===== src/rtl/huffman_packer_pkg.sv =====
// Shared types and constants for the Huffman bit packer.
package huffman_packer_pkg;

  localparam int unsigned ByteW  = 8;
  localparam int unsigned AccW   = 16;
  localparam int unsigned NumSym = 6;
  localparam logic [7:0]  SymMin = 8'd1;
  localparam logic [7:0]  SymMax = 8'd6;

  typedef enum logic [2:0] {
    StIdle,
    StLoad,
    StRun,
    StFlush,
    StDone
  } state_e;

endpackage


===== src/rtl/huffman_code_len.sv =====
// Codeword length from its mask: number of set bits in an 8-bit mask.
module huffman_code_len (
  input  logic [7:0] mask_i,
  output logic [3:0] len_o
);

  always_comb begin
    len_o = 4'd0;
    for (int i = 0; i < 8; i++) begin
      len_o = len_o + {3'b000, mask_i[i]};
    end
  end

endmodule


===== src/rtl/huffman_packer.sv =====
// Packs variable-length codewords for symbols 1..6 MSB-first into a byte stream,
// with a zero-padded final byte on flush.
module huffman_packer
  import huffman_packer_pkg::*;
(
  input  logic             clk,
  input  logic             reset,
  input  logic             code_valid,
  input  logic [ByteW-1:0] HC1,
  input  logic [ByteW-1:0] HC2,
  input  logic [ByteW-1:0] HC3,
  input  logic [ByteW-1:0] HC4,
  input  logic [ByteW-1:0] HC5,
  input  logic [ByteW-1:0] HC6,
  input  logic [ByteW-1:0] M1,
  input  logic [ByteW-1:0] M2,
  input  logic [ByteW-1:0] M3,
  input  logic [ByteW-1:0] M4,
  input  logic [ByteW-1:0] M5,
  input  logic [ByteW-1:0] M6,
  input  logic             in_valid,
  output logic             in_ready,
  input  logic [7:0]       in_sym,
  input  logic             flush,
  output logic             out_valid,
  input  logic             out_ready,
  output logic [ByteW-1:0] out_byte,
  output logic             out_last,
  output logic             done,
  output logic             err_sym,
  output logic [15:0]      total_bits
);

  logic [ByteW-1:0] hc_in  [NumSym];
  logic [ByteW-1:0] m_in   [NumSym];
  logic [3:0]       len_in [NumSym];

  assign hc_in = '{HC1, HC2, HC3, HC4, HC5, HC6};
  assign m_in  = '{M1, M2, M3, M4, M5, M6};

  for (genvar g = 0; g < NumSym; g++) begin : g_len
    huffman_code_len u_code_len (
      .mask_i (m_in[g]),
      .len_o  (len_in[g])
    );
  end

  state_e           state_q, state_d;
  logic [ByteW-1:0] hc_q  [NumSym];
  logic [ByteW-1:0] hc_d  [NumSym];
  logic [3:0]       len_q [NumSym];
  logic [3:0]       len_d [NumSym];
  logic [AccW-1:0]  acc_q, acc_d;
  logic [3:0]       cnt_q, cnt_d;
  logic [15:0]      total_q, total_d;
  logic             err_q, err_d;

  logic             sym_ok;
  logic [ByteW-1:0] cur_code;
  logic [3:0]       cur_len;
  logic [4:0]       align_sh;
  logic [AccW-1:0]  code_left;
  logic [AccW-1:0]  code_ext;
  logic [16:0]      total_sum;

  always_comb begin
    cur_code = '0;
    cur_len  = '0;
    for (int k = 0; k < NumSym; k++) begin
      if (in_sym == 8'(k + 1)) begin
        cur_code = hc_q[k];
        cur_len  = len_q[k];
      end
    end
    sym_ok    = (in_sym >= SymMin) && (in_sym <= SymMax);
    // Left-align the low cur_len bits (upper code bits fall off), then place below cnt bits.
    align_sh  = 5'(AccW) - {1'b0, cur_len};
    code_left = {8'h00, cur_code} << align_sh;
    code_ext  = code_left >> cnt_q;
    total_sum = {1'b0, total_q} + {13'b0, cur_len};
  end

  always_comb begin
    state_d   = state_q;
    hc_d      = hc_q;
    len_d     = len_q;
    acc_d     = acc_q;
    cnt_d     = cnt_q;
    total_d   = total_q;
    err_d     = err_q;
    in_ready  = 1'b0;
    out_valid = 1'b0;
    out_last  = 1'b0;
    done      = 1'b0;
    out_byte  = acc_q[AccW-1:AccW-ByteW];

    unique case (state_q)
      StIdle: begin
        if (code_valid) state_d = StLoad;
      end
      StLoad: begin
        hc_d    = hc_in;
        len_d   = len_in;
        acc_d   = '0;
        cnt_d   = '0;
        state_d = StRun;
      end
      StRun: begin
        in_ready  = !cnt_q[3] && !flush;
        out_valid = cnt_q[3];
        if (cnt_q[3]) begin
          if (out_ready) begin
            acc_d = acc_q << ByteW;
            cnt_d = cnt_q - 4'd8;
          end
        end else if (flush) begin
          state_d = StFlush;
        end else if (in_valid) begin
          if (sym_ok) begin
            acc_d   = acc_q | code_ext;
            cnt_d   = cnt_q + cur_len;
            total_d = total_sum[16] ? 16'hFFFF : total_sum[15:0];
          end else begin
            err_d = 1'b1;
          end
        end
      end
      StFlush: begin
        if (cnt_q != 4'd0) begin
          out_valid = 1'b1;
          out_last  = 1'b1;
          if (out_ready) begin
            acc_d   = '0;
            cnt_d   = '0;
            state_d = StDone;
          end
        end else begin
          state_d = StDone;
        end
      end
      StDone: begin
        done = 1'b1;
      end
      default: state_d = StIdle;
    endcase
  end

  always_ff @(posedge clk) begin
    if (reset) begin
      state_q <= StIdle;
      acc_q   <= '0;
      cnt_q   <= '0;
      total_q <= '0;
      err_q   <= 1'b0;
      for (int k = 0; k < NumSym; k++) begin
        hc_q[k]  <= '0;
        len_q[k] <= '0;
      end
    end else begin
      state_q <= state_d;
      acc_q   <= acc_d;
      cnt_q   <= cnt_d;
      total_q <= total_d;
      err_q   <= err_d;
      hc_q    <= hc_d;
      len_q   <= len_d;
    end
  end

  assign err_sym    = err_q;
  assign total_bits = total_q;

endmodule


===== config.mk =====
export PLATFORM = sky130hd
export DESIGN_NAME = huffman_packer
export DESIGN_NICKNAME = d
export VERILOG_FILES = /design/src/rtl/huffman_packer_pkg.sv /design/src/rtl/huffman_code_len.sv /design/src/rtl/huffman_packer.sv
export SDC_FILE = /design/constraint.sdc
export NUM_CORES = 1
export LEC_CHECK = 0
export ABC_CLOCK_PERIOD_IN_PS = 4700
export BUFFER_PORTS_ARGS = -buffer_cell sky130_fd_sc_hd__buf_2
export CAP_MARGIN = 20
export CORE_ASPECT_RATIO = 0.7
export CORE_UTILIZATION = 57
export DETAILED_ROUTE_END_ITERATION = 6
export GPL_ROUTABILITY_DRIVEN = 0
export PLACE_DENSITY = 0.92
export SLEW_MARGIN = 30
export SYNTH_ARGS = -nofsm -noshare
export SYNTH_HDL_FRONTEND = slang
export SYNTH_SLANG_ARGS = --single-unit

===== constraint.sdc =====
create_clock -name clk -period 4.7 [get_ports clk]
set_input_delay 0.235 -clock clk [delete_from_list [all_inputs] [get_ports clk]]
set_output_delay 0.235 -clock clk [all_outputs]
set_load 0.005 [all_outputs]

---- Word level (Yosys, flattened, before mapping) ----
Cells that the tools add are included.
storage, ports and cells
  bits of input ports ..................... 110
  bits in registers ....................... 112
  logic and storage cells ................. 145
  RAM bits ................................ 0
  bits in read-only memories .............. 0
  latch bits .............................. 0
  memories ................................ 0
  output and inout bits ................... 29
operators by class
  div/mod/pow operators ................... 0
  add/subtract/negate cells ............... 46
  $lt $le $gt $ge ......................... 2
  multiply operators ...................... 0
  bitwise operators ....................... 5
  reduce and logical (&&, ||, !) cells .... 12
  muxes and demuxes ....................... 40
  shift operators ......................... 2
  equality and inequality tests ........... 20
operators with widths
  operator             number
  $add 4x1->4          36
  $mux 16              8
  $mux 4               13
  $mux 8               6
  $pmux 16 s3          1
  $eq 8x3->1 const B   3
  $add 16x4->17        1
  $eq 8x2->1 const B   2
  $or 16x16->16        1
  $shl 8x5->16         1
  $shr 16x4->16        1
  $mux 3               5
  $ne 3x3->1 const B   5
  $pmux 3 s5           1
  $reduce_and 5->1     3
  $add 1x1->2          6
  $pmux 4 s3           1
  $ne 2x2->1 const B   5
  $eq 8x1->1 const B   1
  $ge 8x1->1 const B   1
  $le 8x3->1 const B   1
  $reduce_and 7->1     1
  $eq 3x2->1 const B   2
  $sub 5x4->5 const A  1
  13 further kinds     21

---- Depth between registers and ports, before layout ----
Gate-level depths: netlist (run 1).
  word-level depth ........................ 16
  depth in mapped cells ................... 17

---- Hierarchy ----
A second synthesis (run 1) with hierarchy kept.
unflattened totals
  cell total of the unflattened synthesis .. 996
  area, all modules ....................... 7,788.7 um^2
by module, submodules not included
  module            area an instance (um^2)  seq. area each (um^2)  cells each  times used
  huffman_packer    6,782.8                  2,242.2                888         1
  huffman_code_len  167.7                    0.0                    18          6

---- Worst setup path before layout (run 1) ----
Ideal clock, no wire load.
  path type ............................... input port to flip-flop
  start ................................... in in_sym[5]
  end ..................................... reg acc_q[4]
  required time ........................... 4.583 ns
  stages .................................. 16
  setup time .............................. 0.117 ns
  arrival time ............................ 3.493 ns
  slack ................................... 1.090 ns
  cells stage by stage .................... or4_4 nor2_4 o2111a_4 inv_2 buf_6 ha_1 inv_1 nand4_1 and2_1 buf_2 o311a_1 o31ai_1 o21ai_1 a22o_1 mux4_2 a22o_1
between the ends
  longest elaborated chain between the ends .. 16
  elaborated cells on any way between the ends .. 32
  classes of those cells .................. add/sub: 1; order compare: 2; eq/ne: 7; shift: 2; mux: 17; bitwise: 1; reduce/logical: 2
ends and longest elaborated chain
  item                  line                   source
  from (decl)           huffman_packer.sv:23   input logic [7:0] in_sym,
  $eq 8x1->1            huffman_packer.sv:70   if (in_sym == 8'(k + 1)) begin
  $mux 4 (6 in a row)   huffman_packer.sv:70
  $sub 5x4->5           huffman_packer.sv:77   align_sh = 5'(AccW) - {1'b0, cur_len};
  $shl 8x5->16          huffman_packer.sv:78   code_left = {8'h00, cur_code} << align_sh;
  $shr 16x4->16         huffman_packer.sv:79   code_ext = code_left >> cnt_q;
  $or 16x16->16         huffman_packer.sv:120  acc_d = acc_q | code_ext;
  $mux 16               huffman_packer.sv:119  if (sym_ok) begin
  $mux 16               huffman_packer.sv:118  end else if (in_valid) begin
  $mux 16               huffman_packer.sv:116  end else if (flush) begin
  $mux 16               huffman_packer.sv:111  if (cnt_q[3]) begin
  $pmux 16 s3           huffman_packer.sv:97   unique case (state_q)
  to (signal assigned)  huffman_packer.sv:151  acc_q <= '0;
  to (signal assigned)  huffman_packer.sv:161  acc_q <= acc_d;
  to (decl)             huffman_packer.sv:53   logic [AccW-1:0] acc_q, acc_d;
Parallel ways exist; a longest one is shown, timed or not. The select of a mux whose other input is x is not followed.
A chain may end at the register's enable or synchronous reset.

---- Worst setup path after layout (run 1) ----
  start ................................... in in_sym[2]
  end ..................................... reg acc_q[12]
The elaborated chain is that of the path after synthesis.

==> results of run 1 <==
sequential cells by signal, summed over array words and instances, names as in the netlist:
signal and count:
err_sym 1, len_q 24, state_q 3, acc_q 16, cnt_q 4, hc_q 48
total_bits 16
path summary, 6_finish.rpt:
check | from | end | slack [ps] | cells past startpoint
setup / recovery | in_sym[2] | acc_q[12] | 520 | 15
hold / removal | HC2[0] | hc_q[32] | 110 | 3
setup reg to reg | len_q[20] | acc_q[12] | 740 | 14
hold reg to reg | hc_q[32] | hc_q[32] | 460 | 2
power by group through the flow:
| stage | Clock, mW | Combinational [mW] | Sequential (mW) |
|---|---|---|---|
| floorplan | 0 | 0.347 | 1.03 |
| global placement | 0 | 0.466 | 1.04 |
| global route | 0.807 | 0.560 | 1.03 |
| finish | 0.765 | 0.493 | 1.03 |
| detailed placement | 0 | 0.485 | 1.05 |
| CTS | 0.769 | 0.489 | 1.02 |
worst max-delay path: cells and delay by family:
kind            cells  cell delay [ps]
simple gates        6             1550
buf+inv             3              800
fa+ha+maj           1              270
compound gates      5             1550
per-stage QoR:
stage	power [mW]	instance area (µm²)	util (%)	hold WS, ps	worst slack [ps]
finish	2.283	8758	66.23	109.8	524.9
CTS	2.282	8728	66.00	109.2	632.0
detailed placement	1.531	8428	63.73	446.4	295.2
global placement	1.511	8428	63.73	439.2	567.1
floorplan	1.381	7780	-	371.0	1090
global route	2.398	8756	66.21	112.9	269.4
cell type report:
class / instances / area, µm²
Fill cell: 1068 / 4467
Multi-Input combinational cell: 737 / 4878
Clock inverter: 6 / 61.31
Inverter: 82 / 307.8
Antenna cell: 1 / 2.502
Sequential cell: 112 / 2242
Clock buffer: 10 / 239.0
Tap cell: 185 / 231.5
Timing Repair Buffer: 149 / 795.8
cell usage after synthesis, types with 14 or more instances:
master	n	area, µm²
clkbuf_1	45	168.9
nor2_1	84	315.3
nor3_1	38	190.2
nand2_1	162	608.1
nor2b_1	16	100.1
mux2i_1	14	140.1
inv_1	79	296.5
dfxtp_1	112	2242
a21oi_1	105	525.5
nand3_1	20	100.1
fa_1	26	520.5
ha_1	26	325.3
cell families (layout without fill, tap and decap cells):
| logic type | after synthesis | after routing | synth area share, % |
|---|---|---|---|
| multiplexers | 28 | 28 | 4.358 |
| buffers and inverters | 156 | 247 | 8.556 |
| XOR/XNOR | 20 | 20 | 2.252 |
| AO/OA/AOI/OAI | 252 | 252 | 22.45 |
| other | 0 | 1 | 0 |
| flip-flops | 112 | 112 | 28.82 |
| AND/OR/NAND/NOR | 385 | 385 | 22.69 |
| adder cells (fa/ha/maj) | 52 | 52 | 10.87 |
per-layer routing:
layer / global-route usage, % / vias to the layer above
li1: - / 3667
met1: 41.49 / 3511
met2: 46.12 / 352
met3: 6.403 / 37
met4: 6.700 / 0
met5: 0 / -
==> results by group, run 1 <==
Clock tree
  – CTS sink count: 112
  – H-tree depth: 3
  – Hold buffers post-CTS: 0
  – CTS tree: built
  – Clk slew on worst S/H paths: 80 ps
  – Clock tree root driver cell: clkbuf_16
  – CTS buffer count: 9
  – Post-CTS setup buffer count: 0
  – CTS max path bufs: 2
  – Clock latency on the worst-skew pair: ~360 ps
  – Post_cts resized: 0

Route
  – Met2 WL: 9006 µm
  – Final antenna-violating net count: 0
  – Initial DRC count: 814
  – Metal3 WL: approximately 1800 µm
  – DRC errors left: 0
  – Vias per inst: 5.902
  – Top Layer Used: met4
  – Detailed-route via count: roughly 7600
  – WL/cell: roughly 16 µm
  – Final WL: 20240 µm
  – 1st-pass router iterations: 5
  – Met1 WL: 9194 µm

Timing
  – # setup viols final: 0
  – Fmax: 239.5 MHz
  – RSZ-0062 raised after global routing: no
  – Tcrit/Tclk final: 88.83%
  – Tightest Pin Transition: 799.5 ps
  – Slew Viols, Final: 0
  – Setup TNS: 0 ps
  – Max-slew headroom: ~47%
  – Hold Violations, Final: 0
  – Clock skew: 12.67 ps
  – Crit path time final: 4175 ps

Yosys
  – Top FF cell, synth: dfxtp_1
  – Mapped Nets: 1167
  – Register area share after synthesis: 28.82%
  – Ys async rst share: 0%
  – Total number of yosys warnings: 0
  – Synth unique cells: 80
  – Gate Count Post-Synth: 1005
  – Avg Cell Area, Syn: roughly 7.7 µm²
  – Number of synthesized register bits: 112
  – EDFF count, synth: 0
  – Netlist Area Pre-Place: 7780 µm²

Worst setup path
  – Crit path largest cell delay: 490 ps
  – Data arrival, critical path: 4430 ps
  – Crit Path Max Fanout: 37
  – Worst setup EP type: flip-flop
  – Slowest CP cell: buf_2
  – Crit-path cells: buf_2 -> nand3b_1 -> or2_1 -> o2111a_4 -> inv_2 -> ha_1 -> inv_1 -> nand4_1 -> nand2_1 -> o221a_2 -> o31a_1 -> or2_4 -> a2bb2oi_2 -> nand3_1 -> a311oi_1
  – WS Path Type: in2reg
  – Startpoint types: primary input
  – Worst endpoint required time: ~5000 ps

Place
  – Placed Cells: 1264
  – Buffers on Ports: 138
  – Post-DP HPWL: 14770 µm

Floorplan
  – Starting Density: 58.83%
  – Total Die Area: ~14000 µm²
  – Row count: 35
  – Ports: 139
  – Chip width: 141.6 µm
  – Core area: approximately 13000 µm²
  – Vert. Die Dim: 99.75 µm

Cells and area
  – Net count, final: ~1300
  – Layout area overhead: 12.58%
  – Layout cells sized above 1: approximately 19%
  – Commonest cells after routing, fill and taps aside: nand2_1, buf_2, dfxtp_1, a21oi_1, nor2_1
  – Non-filler cells, final: 1282
  – Most common cell after layout, fill and taps aside: nand2_1

Hold path
  – Hold/Removal Path Class: in2reg

Global routing
  – GRT overflow: 0
  – Initial antenna violation count: 2
  – Global-route wire length before repair: 33370 µm
  – Vias in the first global route: 6931
  – Largest net degree at the start of global routing: 95
  – GRT Total Usage: between 20% and 30%

Pwr
  – Worst VDD drop: 0.1908 mV
  – P_leak: 3.675 nW
  – Logic pwr share: 21.6%
  – Clock group share of total power: 33.5%
  – P_int: 1.584 mW
  – Power Density: 260.7 nW/µm²
  – Sw power: 0.6993 mW
  – Sw Share: 30.63%
  – Sequential group share of total power: 44.9%

Run
  – Max-cap violations: 0

Run status
  – Run status: finished, final reports clean
(Power assumes the default switching activity.)
==> run 2, diff against run 1 <==
Settings changed: BUFFER_PORTS_ARGS -buffer_cell sky130_fd_sc_hd__buf_2 to -buffer_cell sky130_fd_sc_hd__clkbuf_2.
==> run 2 against run 1 <==
  * Hold slack got worse by 24 ps
  * Die area unchanged
  * Power decreased by 0.86%
  * Sequential power about the same
==> results by group, run 2 (synthesis results as in run 1) <==
Run status
  – Run status: finished, final reports clean

Cells and area
  – Commonest cells after routing, fill and taps aside: nand2_1, clkbuf_2, dfxtp_1, a21oi_1, nor2_1
  – Layout cells sized above 1: 18.36% (-0.17 points)
  – Net count, final: 1252 (-0.080%)
  – Biggest regs: hc_q (48), len_q (24)
  – Fill count: 1127 (+5.5%)
  – Diode count: 0 (-1)
  – Most flops, register: hc_q
  – Non-filler cells, final: 1280 (-0.16%)
  – Max FFs per register: 48 (unchanged)
  – Most common cell after layout, fill and taps aside: nand2_1
  – Layout area overhead: 12.08%
  – Final core utilization: 65.93% (-0.29 points)

Route
  – Detailed-route via count: 7622 (+0.73%)
  – DRC errors left: 0 (unchanged)
  – Final WL: 20080 µm (-0.78%)
  – Final antenna-violating net count: 0 (unchanged)
  – 1st-pass router iterations: 7 (+2)
  – Initial DRC count: 936 (+15%)
  – Vias per inst: 5.955 (+0.88%)
  – WL/cell: 15.69 µm (-0.63%)

Timing
  – Fmax: 253.5 MHz (+5.8%)
  – Setup TNS: 0 ps (unchanged)
  – Tightest Pin Transition: 823.5 ps (+24.01 ps)
  – # setup viols final: 0 (unchanged)
  – Max-slew headroom: 45.10% (-1.5 points)
  – Slew Viols, Final: 0 (unchanged)
  – RSZ-0062 raised after global routing: no
  – Crit path time final: 3945 ps (-229.8 ps)
  – Hold Violations, Final: 0 (unchanged)
  – Clock skew: 10.35 ps (-2.320 ps)
  – Tcrit/Tclk final: 83.94% (-4.9 points)

Worst setup path
  – RR Endpoint: acc_q[4]
  – Worst setup EP type: flip-flop
  – Worst endpoint required time: 4950 ps (about the same)
  – Worst R2R Setup Slack: 750 ps (about the same)
  – Startpoint types: flip-flop
  – Data arrival, critical path: 4190 ps (-240 ps)
  – Crit path capture: acc_q[4]
  – R2R Path Start: len_q[20]
  – Worst Reg2Reg Path Length in Cells: 12 (-2)
  – Crit Path Max Fanout: 24 (-35%)
  – WS Path Type: reg2reg
  – Crit path from: len_q[20]

Floorplan
  – Core area: 13230 µm² (unchanged)
  – Chip width: 141.6 µm (unchanged)
  – Total Die Area: 14130 µm² (unchanged)
  – Row count: 35 (unchanged)
  – Vert. Die Dim: 99.75 µm (unchanged)
  – Ports: 139 (unchanged)
  – Starting Density: 58.83% (unchanged)

Clock tree
  – Clk slew on worst S/H paths: 80 ps (about the same)
  – CTS max path bufs: 2 (unchanged)
  – H-tree depth: 3 (unchanged)
  – CTS sink count: 112 (unchanged)
  – Clock tree root driver cell: clkbuf_16
  – Clock latency on the worst-skew pair: 360 ps (about the same)
  – Hold buffers post-CTS: 0 (unchanged)
  – Post_cts resized: 0 (unchanged)
  – CTS tree: built
  – CTS buffer count: 9 (unchanged)
  – Post-CTS setup buffer count: 0 (unchanged)

Pwr
  – Power Density: 259.6 nW/µm² (-0.42%)
  – P_leak: 3.654 nW (-0.57%)
  – Worst VDD drop: 0.1533 mV (-20%)

Hold path
  – HP Start: HC2[1]
  – Hold/Removal Path Class: in2reg

Global routing
  – Global-route wire length before repair: 33530 µm (+0.48%)
  – Initial antenna violation count: 1 (-1)
  – GRT overflow: 0 (unchanged)
  – GRT Total Usage: 29.48% (+0.041 points)
  – Vias in the first global route: 7109 (+2.6%)
  – Largest net degree at the start of global routing: 110 (+16%)

Place
  – Post-DP HPWL: 14830 µm (+0.41%)
  – Buffers on Ports: 138 (unchanged)
  – Placed Cells: 1264 (unchanged)

Run
  – Max-cap violations: 0 (unchanged)
## run 2: changes by cell type in the layout (fill, tap and decap cells not counted), sizes merged
cell and change:
buf -138, clkbuf +137, clkinv -2, inv +2, diode -1
## run 2: final cells by class
class	count	area, µm²	share of cell area (%)
Timing Repair Buffer	148	772.0	8.853
Multi-Input combinational cell	737	4878	55.95
Clock buffer	10	229.0	2.626
Clock inverter	6	58.81	0.6744
Tap cell	185	231.5	2.655
Inverter	82	307.8	3.530
Sequential cell	112	2242	25.71
## run 2: report_power, final
part	switching (mW)	internal, mW
Combinational	0.287	0.198
Sequential	0.0309	0.994
Clock	0.380	0.373
## run 2: critical path, stage by stage (launching register included)
cell and delay (ps):
dfxtp_1 340, a21oi_1 80, a311oi_1 320, o2111a_4 380
inv_2 150, ha_1 780, o21ai_0 200, o311a_1 180
o31ai_1 320, o21ai_1 210, a22o_1 230, mux4_2 450
a22o_1 200
## run 2: per-layer routing
metal  global-route usage (%)  vias up  routed length, µm
li1                         -     3667                  -
met1                    42.43     3502               8757
met2                    44.56      407               8803
met3                    6.163       46               2224
met4                    8.189        0                294
met5                        0        -                  0
## run 2: how the worst min path moves through the flow
stage	endpoint	slack, ps	depth (start not counted)
after floorplan	hc_q[13]	370	2
after global placement	hc_q[29]	440	2
after detailed placement	hc_q[39]	450	2
after CTS	hc_q[32]	80	3
after global routing	hc_q[16]	90	3
final	hc_q[33]	90	3
## run 2: per-stage QoR
step	cell area, µm²	total power [mW]	hold slack, ps	setup WS [ps]
5_1_grt	8720	2.387	88.65	551.3
3_5_place_dp	8432	1.529	445.8	607.9
4_1_cts	8720	2.271	84.47	834.9
2_1_floorplan	7780	1.381	371.0	1090
3_3_place_gp	8428	1.511	440.4	752.7
6_report	8720	2.264	85.94	754.6
